### config.mk
export PLATFORM = sky130hd
export DESIGN_NAME = limn2600_sram_initiator_flat
export DESIGN_NICKNAME = d
export VERILOG_FILES = /design/src/rtl/limn2600_sram_initiator_if.sv /design/src/rtl/limn2600_sram_initiator.sv /design/src/flat_wrapper.sv
export SDC_FILE = /design/constraint.sdc
export NUM_CORES = 1
export LEC_CHECK = 0
export ABC_AREA = 0
export ABC_CLOCK_PERIOD_IN_PS = 4700
export CORE_ASPECT_RATIO = 0.5
export CORE_UTILIZATION = 45
export DETAILED_ROUTE_END_ITERATION = 7
export PLACE_DENSITY_LB_ADDON = 0.05
export SLEW_MARGIN = 20
export SYNTH_ARGS = -nofsm -noshare
export SYNTH_HDL_FRONTEND = slang
export SYNTH_SLANG_ARGS = --single-unit
### constraint.sdc
create_clock -name clk -period 4.7 [get_ports clk]
set_input_delay 0.94 -clock clk [delete_from_list [all_inputs] [get_ports clk]]
set_output_delay 0.94 -clock clk [all_outputs]
set_load 0.05 [all_outputs]
### src/rtl/limn2600_sram_initiator_if.sv
// Request/response and SRAM bus bundle for the Limn2600 SRAM initiator.
// master = the initiator itself, slave = the core/SRAM side driving it.
interface limn2600_sram_initiator_if;
   logic        req_valid;
   logic        req_ready;
   logic        req_we;
   logic [31:0] req_addr;
   logic [31:0] req_wdata;
   logic        rsp_valid;
   logic [31:0] rsp_rdata;
   logic        rsp_err;
   logic        mem_cs;
   logic        mem_we;
   logic [31:0] mem_addr;
   logic [31:0] mem_wdata;
   logic [31:0] mem_rdata;
   logic        mem_rdy;

   modport master (
      input  req_valid, req_we, req_addr, req_wdata, mem_rdata, mem_rdy,
      output req_ready, rsp_valid, rsp_rdata, rsp_err,
             mem_cs, mem_we, mem_addr, mem_wdata
   );

   modport slave (
      output req_valid, req_we, req_addr, req_wdata, mem_rdata, mem_rdy,
      input  req_ready, rsp_valid, rsp_rdata, rsp_err,
             mem_cs, mem_we, mem_addr, mem_wdata
   );
endinterface

### src/rtl/limn2600_sram_initiator.sv
// Limn2600 SRAM bus initiator: queues word requests in a small FIFO and runs
// one cs/we/rdy transaction at a time, with a wait timeout and in-order
// single-cycle responses.
module limn2600_sram_initiator #(
   parameter int FIFO_DEPTH = 4,
   parameter int TIMEOUT    = 255
) (
   input  logic                          clk,
   input  logic                          rst,
   limn2600_sram_initiator_if.master     bus
);

   localparam int PW = (FIFO_DEPTH > 1) ? $clog2(FIFO_DEPTH) : 1;
   localparam logic [PW:0] FULL_CNT = (PW+1)'(FIFO_DEPTH);
   localparam logic [15:0] TO_LAST  = 16'(TIMEOUT - 1);

   typedef enum logic [1:0] {S_IDLE, S_WAIT, S_RESP} state_t;

   state_t          state, state_d;

   logic            fifo_we    [FIFO_DEPTH];
   logic [31:0]     fifo_addr  [FIFO_DEPTH];
   logic [31:0]     fifo_wdata [FIFO_DEPTH];
   logic [PW-1:0]   wr_ptr, rd_ptr;
   logic [PW:0]     count;

   logic            mem_cs_q, mem_we_q;
   logic [31:0]     mem_addr_q, mem_wdata_q;
   logic [15:0]     cnt;
   logic [31:0]     rdata_q;
   logic            err_q;

   logic            full, empty, push, pop;
   logic            head_we, misaligned, timed_out;
   logic [31:0]     head_addr, head_wdata;

   assign full       = (count == FULL_CNT);
   assign empty      = (count == '0);
   assign push       = bus.req_valid && !full;
   // A stale rdy from the previous access must drain before a new cs is issued.
   assign pop        = (state == S_IDLE) && !empty && !bus.mem_rdy;
   assign head_we    = fifo_we[rd_ptr];
   assign head_addr  = fifo_addr[rd_ptr];
   assign head_wdata = fifo_wdata[rd_ptr];
   assign misaligned = (head_addr[1:0] != 2'b00);
   // rdy wins over timeout when both land in the same cycle.
   assign timed_out  = (state == S_WAIT) && !bus.mem_rdy && (cnt == TO_LAST);

   assign bus.req_ready = !full;
   assign bus.rsp_valid = (state == S_RESP);
   assign bus.rsp_rdata = (state == S_RESP) ? rdata_q : 32'h0;
   assign bus.rsp_err   = (state == S_RESP) && err_q;
   assign bus.mem_cs    = mem_cs_q;
   assign bus.mem_we    = mem_we_q;
   assign bus.mem_addr  = mem_addr_q;
   assign bus.mem_wdata = mem_wdata_q;

   // State register.
   always_ff @(posedge clk) begin
      if (!rst) state <= S_IDLE;
      else      state <= state_d;
   end

   // Next-state decode.
   always_comb begin
      state_d = state;
      case (state)
         S_IDLE:  if (pop) state_d = misaligned ? S_RESP : S_WAIT;
         S_WAIT:  if (bus.mem_rdy || timed_out) state_d = S_RESP;
         S_RESP:  state_d = S_IDLE;
         default: state_d = S_IDLE;
      endcase
   end

   // Queue storage; contents need no reset since count gates every read.
   always_ff @(posedge clk) begin
      if (push) begin
         fifo_we[wr_ptr]    <= bus.req_we;
         fifo_addr[wr_ptr]  <= bus.req_addr;
         fifo_wdata[wr_ptr] <= bus.req_wdata;
      end
   end

   // Queue pointers and occupancy; pointers wrap naturally at power-of-2 depth.
   always_ff @(posedge clk) begin
      if (!rst) begin
         wr_ptr <= '0;
         rd_ptr <= '0;
         count  <= '0;
      end else begin
         if (push) wr_ptr <= wr_ptr + 1'b1;
         if (pop)  rd_ptr <= rd_ptr + 1'b1;
         case ({push, pop})
            2'b10:   count <= count + 1'b1;
            2'b01:   count <= count - 1'b1;
            default: ;
         endcase
      end
   end

   // Bus drive, wait counter and response capture.
   always_ff @(posedge clk) begin
      if (!rst) begin
         mem_cs_q    <= 1'b0;
         mem_we_q    <= 1'b0;
         mem_addr_q  <= 32'h0;
         mem_wdata_q <= 32'h0;
         cnt         <= 16'h0;
         rdata_q     <= 32'h0;
         err_q       <= 1'b0;
      end else begin
         case (state)
            S_IDLE: if (pop) begin
               if (misaligned) begin
                  err_q   <= 1'b1;
                  rdata_q <= 32'h0;
               end else begin
                  mem_cs_q    <= 1'b1;
                  mem_we_q    <= head_we;
                  mem_addr_q  <= head_addr;
                  mem_wdata_q <= head_wdata;
                  cnt         <= 16'h0;
               end
            end
            S_WAIT: begin
               if (bus.mem_rdy) begin
                  mem_cs_q <= 1'b0;
                  err_q    <= 1'b0;
                  rdata_q  <= mem_we_q ? 32'h0 : bus.mem_rdata;
               end else if (timed_out) begin
                  mem_cs_q <= 1'b0;
                  err_q    <= 1'b1;
                  rdata_q  <= 32'h0;
               end else if (cnt != 16'hFFFF) begin
                  cnt <= cnt + 16'h1;
               end
            end
            default: ;
         endcase
      end
   end

endmodule
### src/flat_wrapper.sv
// flat-port wrapper written by rule: the top's interface ports become plain ports
module limn2600_sram_initiator_flat 
#(
   parameter int FIFO_DEPTH = 4,
   parameter int TIMEOUT    = 255
)
  (clk, rst, bus_req_valid, bus_req_we, bus_req_addr, bus_req_wdata, bus_mem_rdata, bus_mem_rdy, bus_req_ready, bus_rsp_valid, bus_rsp_rdata, bus_rsp_err, bus_mem_cs, bus_mem_we, bus_mem_addr, bus_mem_wdata);
  limn2600_sram_initiator_if bus_i ();
  input  logic clk;
  input  logic rst;
  input wire logic [$bits(bus_i.req_valid)-1:0] bus_req_valid;
  input wire logic [$bits(bus_i.req_we)-1:0] bus_req_we;
  input wire logic [$bits(bus_i.req_addr)-1:0] bus_req_addr;
  input wire logic [$bits(bus_i.req_wdata)-1:0] bus_req_wdata;
  input wire logic [$bits(bus_i.mem_rdata)-1:0] bus_mem_rdata;
  input wire logic [$bits(bus_i.mem_rdy)-1:0] bus_mem_rdy;
  output wire logic [$bits(bus_i.req_ready)-1:0] bus_req_ready;
  output wire logic [$bits(bus_i.rsp_valid)-1:0] bus_rsp_valid;
  output wire logic [$bits(bus_i.rsp_rdata)-1:0] bus_rsp_rdata;
  output wire logic [$bits(bus_i.rsp_err)-1:0] bus_rsp_err;
  output wire logic [$bits(bus_i.mem_cs)-1:0] bus_mem_cs;
  output wire logic [$bits(bus_i.mem_we)-1:0] bus_mem_we;
  output wire logic [$bits(bus_i.mem_addr)-1:0] bus_mem_addr;
  output wire logic [$bits(bus_i.mem_wdata)-1:0] bus_mem_wdata;
  assign bus_i.req_valid = bus_req_valid;
  assign bus_i.req_we = bus_req_we;
  assign bus_i.req_addr = bus_req_addr;
  assign bus_i.req_wdata = bus_req_wdata;
  assign bus_i.mem_rdata = bus_mem_rdata;
  assign bus_i.mem_rdy = bus_mem_rdy;
  assign bus_req_ready = bus_i.req_ready;
  assign bus_rsp_valid = bus_i.rsp_valid;
  assign bus_rsp_rdata = bus_i.rsp_rdata;
  assign bus_rsp_err = bus_i.rsp_err;
  assign bus_mem_cs = bus_i.mem_cs;
  assign bus_mem_we = bus_i.mem_we;
  assign bus_mem_addr = bus_i.mem_addr;
  assign bus_mem_wdata = bus_i.mem_wdata;
  limn2600_sram_initiator #(.FIFO_DEPTH(FIFO_DEPTH), .TIMEOUT(TIMEOUT)) u_core (.clk(clk), .rst(rst), .bus(bus_i));
endmodule
# Word level (Yosys, flattened, before mapping)
# Memories as Yosys holds them, arrays and structs flattened. A register that Yosys moved wholly into a read port is not among the register bits.
# Index checks and enable logic that the tools add are counted.
[op_classes]
mux = 32
n_reduce_logical = 22
addsub = 5
bitwise_logic = 1
eq_ne = 15
[op_table]
columns = ["op", "count"]
rows = [
  ["two-way mux 32 bit", 6],
  ["two-way mux 16 bit", 5],
  ["case mux 32 bit (2 select lines)", 1],
  ["case mux 16 bit (2 select lines)", 1],
  ["adder 16 x 1 -> 16 bit, second input constant", 1],
  ["equality test 16 x 8 -> 1 bit, second input constant", 1],
  ["!= test 16 bit, second input constant", 1],
  ["two-way mux 1 bit", 10],
  ["two-way mux 2 bit", 5],
  ["!= test 2 bit, second input constant", 5],
  ["AND reduction 4 bit", 2],
  ["logical AND 1 bit", 6],
  ["case mux 3 bit (2 select lines)", 1],
  ["AND reduction 6 bit", 1],
  ["nonzero test 2 bit", 3],
  ["zero test 1 bit", 5],
  ["adder 2 x 1 -> 2 bit, second input constant", 2],
  ["equality test 2 x 1 -> 1 bit, second input constant", 2],
  ["equality test 2 bit, second input constant", 2],
  ["!= test 2 x 1 -> 1 bit, second input constant", 2],
  ["case mux 1 bit (2 select lines)", 2],
  ["case mux 2 bit (2 select lines)", 1],
  ["adder 3 x 1 -> 3 bit, second input constant", 1],
  ["equality test 3 bit, second input constant", 1],
  ["other kinds (8)", 8],
]
[totals]
register_bits = 91
out_inout_bits = 101
ram_bits = 260
n_memories = 3
input_bits = 101
[memory_table]
columns = ["memory", "depth", "width", "read_ports", "rd_ports_with_merged_regs", "write_ports", "line", "text"]
rows = [
  ["u_core.fifo_addr", 4, 32, 1, 1, 1, "limn2600_sram_initiator.sv:22", "logic [31:0] fifo_addr [FIFO_DEPTH];"],
  ["u_core.fifo_wdata", 4, 32, 1, 1, 1, "limn2600_sram_initiator.sv:23", "logic [31:0] fifo_wdata [FIFO_DEPTH];"],
  ["u_core.fifo_we", 4, 1, 1, 1, 1, "limn2600_sram_initiator.sv:21", "logic fifo_we [FIFO_DEPTH];"],
]

# Depth between registers and ports, before layout
# Gate-level depths: netlist of the first run.
[depth]
ltp_word = 6
mapped_depth = 10

# Worst setup path before layout of the first run
# No wires, ideal clock.
[synth_timing]
path_kind = "reg-to-reg"
from = "reg u_core.count[0]"
to = "mem u_core.fifo_addr[0][0], enable pin"
t_arrival_ps = 2564
setup_ps = 430
n_path_buf = 0
setup_slack_ps = 1705
stages_incl_launch_ff = 4
cell_sequence = "dfxtp_1 > inv_1 > nand3_1 > and3_1"
[synth_between]
elab_chain_cells = 5
[synth_rtl]
columns = ["element", "line", "text"]
rows = [
  ["start, declared", "limn2600_sram_initiator.sv:25", "logic [PW:0] count;"],
  ["start signal, assigned", "limn2600_sram_initiator.sv:94", "2'b10: count <= count + 1'b1;"],
  ["start signal, assigned", "limn2600_sram_initiator.sv:95", "2'b01: count <= count - 1'b1;"],
  ["equality test 3 bit", "limn2600_sram_initiator.sv:37", "assign full = (count == FULL_CNT);"],
  ["zero test 1 bit", "n/a", ""],
  ["named net bus_req_ready", "flat_wrapper.sv:17", "output wire logic [$bits(bus_i.req_ready)-1:0] bus_req_ready;"],
  ["logical AND 1 bit", "limn2600_sram_initiator.sv:39", "assign push = bus.req_valid && !full;"],
  ["two-way mux 1 bit", "limn2600_sram_initiator.sv:77", "if (push) begin"],
  ["two-way mux 1 bit (implied by the code)", "limn2600_sram_initiator.sv:79", "fifo_addr[wr_ptr] <= bus.req_addr;"],
  ["end, declared", "limn2600_sram_initiator.sv:22", ""],
]
# The timed path passes the listed nets, and every way through them passes these cells.

# Final worst setup path of the first run
[layout_timing]
from = "reg u_core.state[1]"
to = "out bus_rsp_err"
[layout_between]
elab_chain_cells = 2
[layout_rtl]
columns = ["element", "line", "text"]
rows = [
  ["start, declared", "limn2600_sram_initiator.sv:19", "state_t state, state_d;"],
  ["start signal, assigned", "limn2600_sram_initiator.sv:61", "else state <= state_d;"],
  ["equality test 2 bit", "limn2600_sram_initiator.sv:52", "assign bus.rsp_err = (state == S_RESP) && err_q;"],
  ["logical AND 1 bit", "limn2600_sram_initiator.sv:52", ""],
  ["end, declared", "flat_wrapper.sv:20", "output wire logic [$bits(bus_i.rsp_err)-1:0] bus_rsp_err;"],
]
# No other way between the ends.

==> results.toml, run 1 <==
[run_status]
run_status = "complete, no violations"

[power]
power.internal_mw = 6.324
static-leakage-power_nw = 5.769
power_frac_seq_pct = 47.9
power_switching_mw = 2.396
power_density_over_cell_area_nw_per_um2 = 484.5
max-vdd-ir-drop_mv = 0.2481
share_clk_of_total_power_pct = 31.9
portion_of_total_power_attributed_to_combinational_logic_pct = 20.3
power.switching_fraction_pct = 27.48

[detailed_routing]
drtAntennaViolNets = 0
drt-pass1-iter-count = 4
drt_iter0_markers = 578
avgViaCountPerCell = 5.284
via_count = 8338
wl_per_cell_um = 19.84
total_drc_errors_in_the_routed_layout = 0
wirelength_um = 31300

[die]
die_width_um = 254.9
floorplan.initialDensity_pct = 46.64
top_level_ports = 202
dieArea_um2 = 32740
core_um2 = 30850
die_h_um = 128.4
rows = 45

[setup_path]
timing.critical_path.to_type = "output pin"
crit_path_required_time_ns = 3.76
timing.critical_path.arrival_ns = 2.44
worst_setup_path_start_kind = "flop"
timing.critical_path.fanout_max = 34
worst-setup-path-type = "flop to output pin"
ff2ff_setup_slack_ns = 1.90

[job]
max_cap_viol_count = 0

[final_layout]
layout-drive-gt1-share_pct = 13.51
final_core_util_pct = 58.33
footprint_of_the_flip_flops_and_latches_um2 = 10330
fill_cells = 2480
area.growth.synth_to_final_pct = 25.07
nets = 1239
area_occupied_by_multi_input_gates_um2 = 3832
antenna-diode-count = 0

[timing]
final_min_period_over_clock_period_pct = 71.94
report.final.setup_viol = 0
fin_worst_skew_ns = 0.02636
slew_headroom_pct = 28.52
rsz_0062_raised_after_global_routing = "false"
slew_at_the_pin_closest_to_its_max_slew_limit_ns = 1.072
totalNegativeSetupSlack_ns = 0
fin_hold_ws_ns = 0.4553
min_period_ns = 3.381
drv_slew = 0
timing_hold_violations_final = 0
fin_ws_ns = 1.319
max_freq_ghz = 0.2957

[global_route]
grt_max_degree = 63
grt_pass1_vias = 8521
gr-total-overflow = 0
grt_first_pass_wirelength_um = 48200
grt_antenna_before_repair = 0
groute.usage.overall_pct = 19.46

[cts]
post_cts.resized_instances = 0
clk_root_buffer_cell = "clkbuf_16"
clockBufferDepth = 3
worst_skew_late_latency_ns = 0.53
cts.clk_slew.worst_paths_ns = 0.06
tritoncts = "yes"
cts_hold_buffers = 0
ctsHtreeMaxLevel = 2
post-cts-setup-buffers = 0
clock_sink_count = 386
tritoncts.num_buffers = 35

[synthesis]
synthesis.area_per_instance_um2 = 15.54
synth_top_area_cell = "edfxtp_1"
synth_edf_count = 260
post-synth-top-count-cell = "edfxtp_1"
sequential_share_of_the_synthesized_area_pct = 71.79
synth_commonest_cells = "edfxtp_1, nand2_1, dfxtp_1"
postSynth.asyncResetShare_pct = 0
post_synth_instance_area_um2 = 14390
ys.warnings.count = 0
synth_top_cells_by_area = "edfxtp_1, dfxtp_1, mux4_2"
synth_cells = 926
synth.ff_latch_count = 386
area_share_of_the_leading_cell_type_in_the_synthesized_netlist_pct = 54.26
postSynthNetCount = 1035
post_synth_num_cell_types = 58
synth_top_flop_cell = "edfxtp_1"

[placement]
buffer_ports.inserted = 201
dp.final_hpwl_um = 19050
detailedPlace.worstSlack_ns = 1.068
routabilityCongestion = 0.8385

[hold_path]
hold_path_class = "flop to flop"
[worst paths after layout]
path	endpoint	from	cells after the start
worst min register to register	u_core.bus.mem_addr[16]	u_core.bus.mem_addr[16]	2
worst max register to register	u_core.count[2]	u_core.state[1]	8
worst max-delay path	bus_rsp_err	u_core.state[1]	5
worst min-delay path	u_core.bus.mem_addr[16]	u_core.bus.mem_addr[16]	2
[final cells by class]
| type | count | area share (%) |
|---|---|---|
| tap | 423 | 2.941 |
| sequential | 386 | 57.42 |
| multi-input combinational | 476 | 21.29 |
| inverter | 11 | 0.2364 |
| clock inverter | 14 | 0.8134 |
| clock buffer | 48 | 5.249 |
| timing repair buffer | 220 | 12.04 |
[cells by family after synthesis]
kind of cell | after synthesis | synth area share (%)
flip-flops | 386 | 71.79
AND/OR/NAND/NOR | 258 | 8.704
AO/OA/AOI/OAI | 142 | 6.730
buffers and inverters | 64 | 1.869
multiplexers | 63 | 9.860
adder cells (fa/ha/maj) | 8 | 0.7477
XOR/XNOR | 5 | 0.3044
[critical path, stage by stage (launching register included)]
cell and delay [ns]:
dfxtp_1 0.41, inv_1 0.08, nor2_1 0.14, buf_4 0.29
and2_1 0.19, clkdlybuf4s50_1 0.82
[cells in the final DEF, fill, tap and decap left out, drive strengths merged, types with 10 or more instances in the layout]
cell type / instances
clkbuf: 48
clkinv: 10
inv: 11
nor3: 10
edfxtp: 260
o21ai: 10
a22o: 32
mux4: 63
dfxtp: 126
buf: 19
and2: 37
nor2: 19
a21oi: 73
nand2: 136
clkdlybuf4s50: 201
[stage by stage]
step	power [mW]	cells	area, um2
2_1_floorplan	5.465	926	14390
3_3_place_gp	6.033	1516	16910
3_5_place_dp	6.061	1516	16910
4_1_cts	8.842	1578	18000
5_1_grt	9.119	1578	18000
6_report	8.720	1578	18000
[power groups by stage]
stage / Clock [mW] / Combinational, mW / Sequential, mW
2_1_floorplan: 0 / 1.12 / 4.34
3_3_place_gp: 0 / 1.79 / 4.24
3_5_place_dp: 0 / 1.80 / 4.26
4_1_cts: 2.85 / 1.81 / 4.19
5_1_grt: 2.98 / 1.92 / 4.22
6_report: 2.78 / 1.77 / 4.17
[state kept, by name (all words and copies together) (netlist names), named ones only]
signal and flops:
u_core.bus.mem_cs 1, u_core.rdata_q 32, u_core.err_q 1, u_core.fifo_wdata 128
u_core.count 3, u_core.wr_ptr 2, u_core.bus.mem_addr 32, u_core.cnt 16
u_core.bus.mem_wdata 32, u_core.rd_ptr 2, u_core.fifo_addr 128, u_core.state 2
u_core.bus.mem_we 1, u_core.fifo_we 4
[layer usage]
layer / GRT usage (%) / share of wire [%] / wire [um] / up-vias
met2: 33.55 / 50 / 15550 / 180
met3: 3.925 / 5.1 / 1603 / 38
li1: - / - / - / 3938
met5: 0 / 0 / 0 / -
met1: 25.59 / 44 / 13700 / 4182
met4: 4.473 / 1.4 / 449 / 0
Note: power is estimated with default switching activity, not from simulation.
==> inputs of run 2 (changes only) <==
--- a/config.mk
+++ b/config.mk
@@ -6,7 +6,7 @@
 export NUM_CORES = 1
 export LEC_CHECK = 0
 export ABC_AREA = 0
-export ABC_CLOCK_PERIOD_IN_PS = 4700
+export ABC_CLOCK_PERIOD_IN_PS = 2700
 export CORE_ASPECT_RATIO = 0.5
 export CORE_UTILIZATION = 45
 export DETAILED_ROUTE_END_ITERATION = 7
==> constraint.sdc (replaced) <==
create_clock -name clk -period 2.7 [get_ports clk]
set_input_delay 0.54 -clock clk [delete_from_list [all_inputs] [get_ports clk]]
set_output_delay 0.54 -clock clk [all_outputs]
set_load 0.05 [all_outputs]
==> results.toml, run 2 (synthesis results as in run 1) <==
[run_status]
run_status = "complete, no violations"

[final_layout]
antenna-diode-count = 0
layout_commonest_cell = "edfxtp_1"
layout.cell_area.non_filler_um2 = 18660
reg.largest.list = "u_core.fifo_addr x128, u_core.fifo_wdata x128"
layout-drive-gt1-share_pct = 18.23
nets = 1256
area.growth.synth_to_final_pct = 29.65
layout_common_cells = "edfxtp_1, clkdlybuf4s50_1, nand2_1"

[timing]
drv_slew = 0
fin_worst_skew_ns = 0.01577
slew_headroom_pct = 54.27
max_freq_ghz = 0.3858
min_period_ns = 2.592
rsz_0062_raised_after_global_routing = "false"
report.final.setup_viol = 0
final_min_period_over_clock_period_pct = 96.00
totalNegativeSetupSlack_ns = 0
timing_hold_violations_final = 0
slew_at_the_pin_closest_to_its_max_slew_limit_ns = 0.6859

[setup_path]
timing.critical_path.fanout_max = 6
regToRegStartpoint = "u_core.cnt[1]"
crit_path_top_delay_cell = "clkdlybuf4s50_1"
worstReg2RegEnd = "u_core.cnt[9]"
path_cells = "inv_1 > nand3_1 > clkdlybuf4s50_1"
timing.critical_path.slowest_cell_delay_ns = 0.86
startpoint = "u_core.count[0]"
crit_path_required_time_ns = 2.16
worst_setup_path_start_kind = "flop"
ff2ff_setup_slack_ns = 0.14
worst-r2r-cell-count = 7
timing.critical_path.arrival_ns = 2.05
worst-setup-path-type = "flop to output pin"
timing.critical_path.to_type = "output pin"

[cts]
clock_sink_count = 386
clockBufferDepth = 3
post_cts.resized_instances = 0
clk_root_buffer_cell = "clkbuf_16"
ctsHtreeMaxLevel = 2
tritoncts.num_buffers = 35
post-cts-setup-buffers = 0
worst_skew_late_latency_ns = 0.53
tritoncts = "yes"
cts_hold_buffers = 0
cts.clk_slew.worst_paths_ns = 0.06

[global_route]
grt_max_degree = 66
grt_antenna_before_repair = 0
grt_pass1_vias = 8696
gr-total-overflow = 0
groute.usage.overall_pct = 19.88
grt_first_pass_wirelength_um = 49620

[detailed_routing]
wl_per_cell_um = 20.09
avgViaCountPerCell = 5.347
total_drc_errors_in_the_routed_layout = 0
wirelength_um = 32090
drt_iter0_markers = 566
via_count = 8539
drt-pass1-iter-count = 4
drtAntennaViolNets = 0

[placement]
placement.cell_area_um2 = 17490
dp.final_hpwl_um = 19960
routabilityCongestion = 0.8527
buffer_ports.inserted = 201

[die]
dieArea_um2 = 32740
die_width_um = 254.9
rows = 45
top_level_ports = 202
core_um2 = 30850
die_h_um = 128.4
floorplan.initialDensity_pct = 46.64

[power]
static-leakage-power_nw = 6.079
power_density_over_cell_area_nw_per_um2 = 834.3
design_power_total_mw = 15.56
max-vdd-ir-drop_mv = 0.5394

[hold_path]
hold_path.startpoint = "u_core.bus.mem_addr[20]"
min_delay_path_depth = 2
hold_path_class = "flop to flop"
hold_ep = "u_core.bus.mem_addr[20]"

[job]
max_cap_viol_count = 0
[run 2: cell types whose count changed in the layout (fill, tap and decap cells not counted)]
cell / change
clkinv_2: +1
clkbuf_1: -3
buf_12: +43
clkdlybuf4s50_1: -34
nor4_1: -1
buf_4: +8
clkinv_8: +1
nor4_2: +1
clkbuf_8: +3
clkbuf_16: +1
clkinv_1: -1
[run 2: how the worst max path moves through the flow]
stage                     cells after the start         endpoint
after global routing                          3    bus_req_ready
after floorplan                              10  u_core.count[2]
final                                         3    bus_req_ready
after detailed placement                      8  u_core.count[2]
after global placement                        8  u_core.count[2]
after CTS                                     3    bus_req_ready
[run 2: final cells by class]
| class | count | area, um2 |
|---|---|---|
| Sequential cell | 386 | 10330 |
| Inverter | 11 | 42.54 |
| Clock buffer | 49 | 999.7 |
| Tap cell | 423 | 529.3 |
| Timing Repair Buffer | 237 | 2748 |
| Clock inverter | 15 | 163.9 |
| Fill cell | 2396 | 12200 |
| Multi-Input combinational cell | 476 | 3839 |
[run 2: per-layer routing]
metal  GRT usage (%)  vias up  share of wire, %
met5               0        -                 0
met4           4.931        0               1.8
met1           26.97     4302                45
met3           4.188       49               5.8
met2           32.99      208                48
li1                -     3980                 -
[run 2: worst max-delay path, delay by kind of cell, from the launching register on]
kind | cells | cell delay (ns)
simple gates | 1 | 0.22
flops | 1 | 0.37
buf+inv | 2 | 0.95
[run 2: through the flow]
stage / hold slack (ns) / util (%) / std cells / worst slack, ns
2_1_floorplan: 0.4405 / - / 926 / 0.1053
3_3_place_gp: 0.4415 / 56.67 / 1533 / 0.09419
3_5_place_dp: 0.4454 / 56.67 / 1533 / 0.08388
4_1_cts: 0.4543 / 60.45 / 1597 / 0.07565
5_1_grt: 0.4721 / 60.47 / 1597 / 0.03293
6_report: 0.4523 / 60.47 / 1597 / 0.1080
[run 2: power breakdown]
group          total, mW  leakage, nW  internal (mW)  switching [mW]
registers           7.16         3.41           6.91           0.251
clock network       5.03        0.571           2.89            2.14
logic               3.37         2.10           1.49            1.87
